## src/rtl/odpc_pkg.sv

```systemverilog
// Shared constants and helpers for the ODPC word serializer.
//   CH_X/CH_LBP1/CH_LBP2 : channel lane indices inside the packed word set
//   DEF_*                : default geometry (3 channels, 16-bit words, 8-bit beats)
//   beats()              : number of narrow beats per wide word
//   beat_w()             : width of a beat index, never less than one bit
package odpc_pkg;

  localparam int CH_X    = 0;
  localparam int CH_LBP1 = 1;
  localparam int CH_LBP2 = 2;

  localparam int DEF_NCH   = 3;
  localparam int DEF_IN_W  = 16;
  localparam int DEF_OUT_W = 8;

  function automatic int beats(input int in_w, input int out_w);
    return in_w / out_w;
  endfunction

  function automatic int beat_w(input int n);
    return (n > 1) ? $clog2(n) : 1;
  endfunction

endpackage

```

## src/rtl/odpc_word_buf.sv

```systemverilog
// One-entry holding buffer for a complete word set.
//   clk, reset  : rising-edge clock, asynchronous active-low reset
//   flush       : synchronous drop of the held entry, beats load/unload
//   load        : capture load_data and mark full
//   unload      : mark empty (contents are taken by the consumer the same edge)
//   data, full  : held word set and occupancy flag
module odpc_word_buf
  import odpc_pkg::*;
#(
  parameter int W = DEF_NCH * DEF_IN_W
) (
  input  logic         clk,
  input  logic         reset,
  input  logic         flush,
  input  logic         load,
  input  logic         unload,
  input  logic [W-1:0] load_data,
  output logic [W-1:0] data,
  output logic         full
);

  logic [W-1:0] data_reg;
  logic         full_reg;

  always_ff @(posedge clk or negedge reset) begin
    if (!reset) begin
      data_reg <= '0;
      full_reg <= 1'b0;
    end else begin
      // load and unload never coincide: load needs an empty buffer, unload a full one
      if (flush)       full_reg <= 1'b0;
      else if (load)   full_reg <= 1'b1;
      else if (unload) full_reg <= 1'b0;
      if (load && !flush) data_reg <= load_data;
    end
  end

  assign data = data_reg;
  assign full = full_reg;

endmodule

```

## src/rtl/lbp_word_serializer.sv

```systemverilog
// Splits one wide word per channel (x, lbp1, lbp2, replicas) into BEATS narrow beats
// on a valid/ready stream. A one-entry buffer behind the active shift register lets a
// new word set be accepted while the current one is still being emitted, giving one
// beat per cycle in steady state.
//   clk, reset          : rising-edge clock, asynchronous active-low reset
//   flush               : synchronous drop of active and buffered words
//   in_valid/in_ready   : input word-set handshake, in_data channel c at [c*IN_W +: IN_W]
//   out_valid/out_ready : output beat handshake, out_data channel c at [c*OUT_W +: OUT_W]
//   out_beat            : beat index shared by all channels
//   out_first/out_last  : out_beat is 0 / BEATS-1
module lbp_word_serializer
  import odpc_pkg::*;
#(
  parameter  int NCH       = DEF_NCH,
  parameter  int IN_W      = DEF_IN_W,
  parameter  int OUT_W     = DEF_OUT_W,
  parameter  bit MSB_FIRST = 1'b1,
  localparam int BEATS     = beats(IN_W, OUT_W),
  localparam int BEAT_W    = beat_w(BEATS)
) (
  input  logic                  clk,
  input  logic                  reset,
  input  logic                  flush,
  input  logic                  in_valid,
  output logic                  in_ready,
  input  logic [NCH*IN_W-1:0]   in_data,
  output logic                  out_valid,
  input  logic                  out_ready,
  output logic [NCH*OUT_W-1:0]  out_data,
  output logic [BEAT_W-1:0]     out_beat,
  output logic                  out_first,
  output logic                  out_last
);

  if ((IN_W % OUT_W) != 0 || (IN_W / OUT_W) < 2) begin : g_bad_geometry
    $error("lbp_word_serializer: IN_W must be a multiple of OUT_W with at least two beats");
  end

  logic [NCH*IN_W-1:0] shift_reg;
  logic [NCH*IN_W-1:0] shift_next;
  logic [NCH*IN_W-1:0] buf_data;
  logic [BEAT_W-1:0]   cnt_reg;
  logic                act_valid_reg;
  logic                buf_full;

  logic in_fire;
  logic out_fire;
  logic act_last;
  logic act_free;
  logic buf_load;
  logic buf_unload;

  assign in_ready   = !buf_full;
  assign in_fire    = in_valid && in_ready;
  assign out_valid  = act_valid_reg;
  assign out_fire   = act_valid_reg && out_ready;
  assign act_last   = (cnt_reg == BEAT_W'(BEATS - 1));
  // Active slot can take a new word this edge if idle or emitting its final beat
  assign act_free   = !act_valid_reg || (out_fire && act_last);
  assign buf_load   = in_fire && !act_free;
  assign buf_unload = act_free && buf_full;

  assign out_beat  = cnt_reg;
  assign out_first = (cnt_reg == '0);
  assign out_last  = act_last;

  // Per-channel beat extraction and shift toward the beat0 position
  for (genvar gi = 0; gi < NCH; gi++) begin : g_lane
    logic [IN_W-1:0] word;
    assign word = shift_reg[gi*IN_W +: IN_W];
    if (MSB_FIRST) begin : g_msb
      assign out_data[gi*OUT_W +: OUT_W]  = word[IN_W-1 -: OUT_W];
      assign shift_next[gi*IN_W +: IN_W] = word << OUT_W;
    end else begin : g_lsb
      assign out_data[gi*OUT_W +: OUT_W]  = word[OUT_W-1:0];
      assign shift_next[gi*IN_W +: IN_W] = word >> OUT_W;
    end
  end

  odpc_word_buf #(
    .W (NCH * IN_W)
  ) u_buf (
    .clk       (clk),
    .reset     (reset),
    .flush     (flush),
    .load      (buf_load),
    .unload    (buf_unload),
    .load_data (in_data),
    .data      (buf_data),
    .full      (buf_full)
  );

  always_ff @(posedge clk or negedge reset) begin
    if (!reset) begin
      act_valid_reg <= 1'b0;
      cnt_reg       <= '0;
      shift_reg     <= '0;
    end else if (flush) begin
      act_valid_reg <= 1'b0;
      cnt_reg       <= '0;
    end else if (act_free) begin
      if (buf_full) begin
        shift_reg     <= buf_data;
        cnt_reg       <= '0;
        act_valid_reg <= 1'b1;
      end else if (in_fire) begin
        shift_reg     <= in_data;
        cnt_reg       <= '0;
        act_valid_reg <= 1'b1;
      end else begin
        // Counter parks at BEATS-1 until the next load; out_valid masks it
        act_valid_reg <= 1'b0;
      end
    end else if (out_fire) begin
      cnt_reg   <= cnt_reg + BEAT_W'(1);
      shift_reg <= shift_next;
    end
  end

endmodule

```

## config.mk

```make
export PLATFORM = sky130hd
export DESIGN_NAME = lbp_word_serializer
export DESIGN_NICKNAME = d
export VERILOG_FILES = /design/src/rtl/odpc_pkg.sv /design/src/rtl/odpc_word_buf.sv /design/src/rtl/lbp_word_serializer.sv
export SDC_FILE = /design/constraint.sdc
export NUM_CORES = 1
export LEC_CHECK = 0
export BUFFER_PORTS_ARGS = -buffer_cell sky130_fd_sc_hd__clkbuf_2
export CAP_MARGIN = 25
export CORE_ASPECT_RATIO = 1.1
export CORE_MARGIN = 2
export CORE_UTILIZATION = 56
export DETAILED_ROUTE_END_ITERATION = 8
export GPL_ROUTABILITY_DRIVEN = 0
export PLACE_DENSITY = 0.89
export SYNTH_ARGS = -nofsm -noshare
export SYNTH_HDL_FRONTEND = slang
export SYNTH_SLANG_ARGS = --single-unit
```

## constraint.sdc

```tcl
create_clock -name clk -period 1.8 [get_ports clk]
set_input_delay 0.09 -clock clk [delete_from_list [all_inputs] [get_ports clk]]
set_output_delay 0.09 -clock clk [all_outputs]
set_load 0.02 [all_outputs]
```

# == Word level (Yosys, flattened, before mapping) ==
# Index checks and enable logic that the tools add are counted.
# totals
ff_bits,99
inputBits,53
out_inout_bits,29
elab_cells,43
# op_classes
n_addsub,1
n_eq_ne,2
muxes,16
bitwise_logic,2
reduce_logical,17
# ops
op,n
two-way mux 48 bit,4
two-way mux 1 bit,12
logical AND 1 bit,6
nonzero test 3 bit,2
zero test 1 bit,4
"inequality test 4 x 3 -> 1 bit, second input constant",1
nonzero test 2 bit,2
"inequality test 3 x 2 -> 1 bit, second input constant",1
AND reduction 3 bit,1
inverter 1 bit,2
AND reduction 2 bit,1
"adder 1 bit, second input constant",1
logical OR 1 bit,1

# == Longest topological paths before layout ==
# depth
word_depth,7
ltp_mapped,6
ltp_nobuf,3

# == Hierarchy ==
# From an unflattened synthesis, not the netlist that was laid out.
# unflattened
hier_cells,355
area_unflattened_um2,5033.6
# modules_own_cells
mod,n_inst,cells_per_inst,area_per_inst_um2,seq_area_each_um2
lbp_word_serializer,1,249,3096.7,1251.2
odpc_word_buf,1,106,1936.9,1226.2

# == Worst setup path before layout ==
# No wires, ideal clock.
# synth_path
kind,reg2reg
startpoint,register cnt_reg (netlist: out_beat)
endpoint,register shift_reg[26]
setup_ps,125
arrival_time_ps,1604
required_ps,1675
path_slack_ps,72
stages_incl_launch_ff,6
path_buffers,2
synth_period_minus_slack_ps,1728
path_cell_list,dfrtp_1 > nand2b_1 > a211oi_2 > buf_4 > buf_6 > mux2_2
# synth_via
elab_chain_len,4
elab_cells_between_ends,6
cone_classes,eq/ne (1); mux (1); reduce/logical (4)
# synth_rtl
item,line,rtl
start: declaration,lbp_word_serializer.sv:42,logic [BEAT_W-1:0] cnt_reg;
start signal: assignment,lbp_word_serializer.sv:115,cnt_reg <= cnt_reg + BEAT_W'(1);
logical AND 1 bit *,lbp_word_serializer.sv:59,assign act_free = !act_valid_reg || (out_fire && act_last);
logical OR 1 bit *,lbp_word_serializer.sv:59,
inequality test 3 x 2 -> 1 bit (no line) / nonzero test 2 bit (equally long branches),n/a,
AND reduction 3 bit (no line),n/a,
end signal: assignment,lbp_word_serializer.sv:103,shift_reg <= buf_data;
end signal: assignment,lbp_word_serializer.sv:107,shift_reg <= in_data;
end signal: assignment,lbp_word_serializer.sv:116,shift_reg <= shift_next;
end: declaration,lbp_word_serializer.sv:39,logic [NCH*IN_W-1:0] shift_reg;
# Mark *: on every way between the ends. The rest lies on a longest branch, timed or not.
# A chain may end at the register's enable or synchronous reset.

# == Final worst setup path ==
# layout_path
startpoint,register u_buf.full_reg (netlist: u_buf.full)
endpoint,register shift_reg[40]
# layout_via
elab_chain_len,4
elab_cells_between_ends,6
cone_classes,eq/ne (1); mux (2); reduce/logical (3)
# layout_rtl
item,line,rtl
start: declaration,odpc_word_buf.sv:23,logic full_reg;
start signal: assignment,odpc_word_buf.sv:28,full_reg <= 1'b0;
start signal: assignment,odpc_word_buf.sv:31,if (flush) full_reg <= 1'b0;
start signal: assignment,odpc_word_buf.sv:32,else if (load) full_reg <= 1'b1;
zero test 1 bit,lbp_word_serializer.sv:53,assign in_ready = !buf_full;
logical AND 1 bit,lbp_word_serializer.sv:54,assign in_fire = in_valid && in_ready;
inequality test 3 x 2 -> 1 bit (no line),n/a,
AND reduction 3 bit (no line),n/a,
# Several ways; a longest one is shown, not always the timed one.

==> impl_metrics.py <==
metrics = {
    "synth": {
        "synth_cells": 353,
        "avgSynthCellArea_um2": 13.77,
        "yosys_warnings": 0,
        "yosysSeqAreaShare_pct": 50.95,
        "synth_cell_types": 18,
        "syn_area_um2": 4862,
        "syn_nets": 406,
        "synth-seq-cells": 99,
    },
    "power_and_ir_drop": {
        "peakVddDrop_v": 0.0005443,
        "p_leak_nw": 2.679,
        "pwr_density_cell_nw_per_um2": 1026,
    },
    "clocking": {
        "clk_pin_slew_worst_paths_ns": 0.10,
        "cts-root-buf": "clkbuf_8",
        "htree_levels": 3,
        "clk_path_buf_depth": 2,
        "cts_tree": "done",
        "cts_resized": 0,
        "clk_latency_ns": 0.37,
        "numCtsBuffers": 9,
        "cts.sinks": 99,
        "postCtsSetupRepairBufs": 0,
    },
    "sta": {
        "fin_ws_ns": 0.08002,
        "rsz0062_at_grt": "false",
        "finalCriticalPeriod_ns": 1.720,
        "worst_pin_slew_ns": 0.4168,
        "finalSetupViolCount": 0,
        "maxSlewViolCount": 0,
        "fmax_mhz": 581.4,
        "period_share_pct": 95.55,
        "finalSetupTns_ns": 0,
        "slew_headroom_pct": 72.21,
        "clock_skew_ns": 0.008462,
        "hold_violations": 0,
    },
    "critical_path": {
        "reg2regPathDepth": 4,
        "cp.required_ns": 2.06,
        "start_kind": "flip-flop",
        "cp.arrival_ns": 1.98,
        "end_kind": "flip-flop",
        "crit_type": "flip-flop to flip-flop",
        "cp_max_fo": 28,
    },
    "min_path": {
        "min_path_cells": 4,
        "hold_class": "input port to flip-flop",
    },
    "die": {
        "rows": 35,
        "core_um2": 8408,
        "dieArea_um2": 9445,
        "start_util_pct": 57.83,
        "io_pins": 82,
        "die_h_um": 101.7,
        "dieWidth_um": 92.85,
    },
    "layout": {
        "drive_gt1_share_pct": 49.25,
        "final_cell_mix": "116 x mux2_2, 98 x dfrtp_1, 80 x clkbuf_2",
        "final_common_cell": "mux2_2",
        "area_delta_synth_final_pct": 22.93,
        "n_antenna_cell": 0,
        "nNetsFinal": 515,
    },
    "global_routing": {
        "grt_pass1_wl_um": 15540,
        "grt_pass1_vias": 3340,
        "gr-total-overflow": 0,
        "grt_max_degree": 37,
        "gr-usage-all-layers_pct": 21.35,
        "antenna_found_initial": 0,
    },
    "routing": {
        "wl_per_cell_um": 16.32,
        "ant_nets": 0,
        "dr.pass1.iters": 4,
        "drc": 0,
        "wirelength_um": 9432,
        "viasPerCell": 5.384,
        "vias": 3112,
        "drt_iter0_drc": 50,
    },
    "placed_design": {
        "numPortBuffers": 81,
        "hpwl_um": 5902,
        "place_ws_ns": 0.09861,
    },
    "job": {
        "drv_cap": 0,
    },
    "run_status": {
        "status": "finished, final reports clean",
    },
}
repair_timing:
action | CTS | global route
hold buffers | 50 | 0
setup endpoints to repair | 0 | 0
endpoints found under the hold margin | 78 | 0
through the flow:
stage / instance area (um2) / hold WS, ns / instances / power (W) / utilization (%)
6_report: 5977 / 0.1095 / 578 / 0.006135 / 71.09
5_1_grt: 5977 / 0.1151 / 578 / 0.006460 / 71.09
4_1_cts: 5977 / 0.08235 / 578 / 0.006174 / 71.09
3_5_place_dp: 5274 / 0.05494 / 512 / 0.004632 / 62.72
3_3_place_gp: 5274 / 0.05487 / 512 / 0.004526 / 62.72
2_1_floorplan: 4862 / -0.2056 / 353 / 0.004325 / -
cell usage after synthesis, drive strengths merged:
cell      n  area share, %
inv       2           0.15
nand2b    1           0.13
mux2    144             33
nor3      3           0.31
dfrtp    99             51
a21oi     2           0.21
nand3     1           0.10
buf      46            7.0
a211oi    1           0.26
nand2     2           0.15
nor2b     1           0.13
a21boi    1           0.23
nor2     26            2.1
mux2i    24            4.9
power by group:
group          internal, W  switching [W]  leakage, nW  total (W)
Combinational     0.000855       0.000717         1.38    0.00157
Clock             0.000686       0.000774       0.0922    0.00146
Sequential         0.00280       0.000304         1.20    0.00310
Total              0.00434        0.00180         2.68    0.00613
layer usage:
layer / GRT usage, % / vias to the layer above / routed length, um / part of all wire [%]
met4: 10.63 / 0 / 296 / 3.1
met2: 37.79 / 67 / 4915 / 52
li1: - / 1426 / - / -
met3: 4.315 / 24 / 311 / 3.3
met5: 0 / - / 0 / 0
met1: 24.81 / 1595 / 3908 / 41
logic make-up after synthesis:
family	share of synthesized area, %
flip-flops	50.95
multiplexers	38.29
buffers and inverters	7.180
AND/OR/NAND/NOR	2.882
AO/OA/AOI/OAI	0.6948
cell type report:
type                       count  area, um2
clock inverter                 5      61.31
sequential                    99       2479
fill                         567       2431
multi-input combinational    206       2056
clock buffer                  11      141.4
tap                          111      138.9
timing repair buffer         144       1094
inverter                       2      7.507
path summary, 6_finish.rpt:
| kind | start | end | slack, ns |
|---|---|---|---|
| hold / removal | out_ready | u_buf.full$_DFFE_PN0P_ | 0.11 |
| setup reg to reg | u_buf.full$_DFFE_PN0P_ | shift_reg[40]$_DFFE_PN0P_ | 0.08 |
| max in group asynchronous | reset | shift_reg[22]$_DFFE_PN0P_ | 0.96 |
| min in group asynchronous | reset | shift_reg[27]$_DFFE_PN0P_ | 0.19 |
| hold reg to reg | shift_reg[34]$_DFFE_PN0P_ | shift_reg[34]$_DFFE_PN0P_ | 0.49 |
| setup / recovery | u_buf.full$_DFFE_PN0P_ | shift_reg[40]$_DFFE_PN0P_ | 0.08 |
worst max-delay path, stage by stage (launching register included):
cell	delay, ns
dfrtp_2	0.45
buf_12	0.23
mux2_2	0.37
mux2_2	0.27
mux2_2	0.27
(Power assumes the default switching activity.)
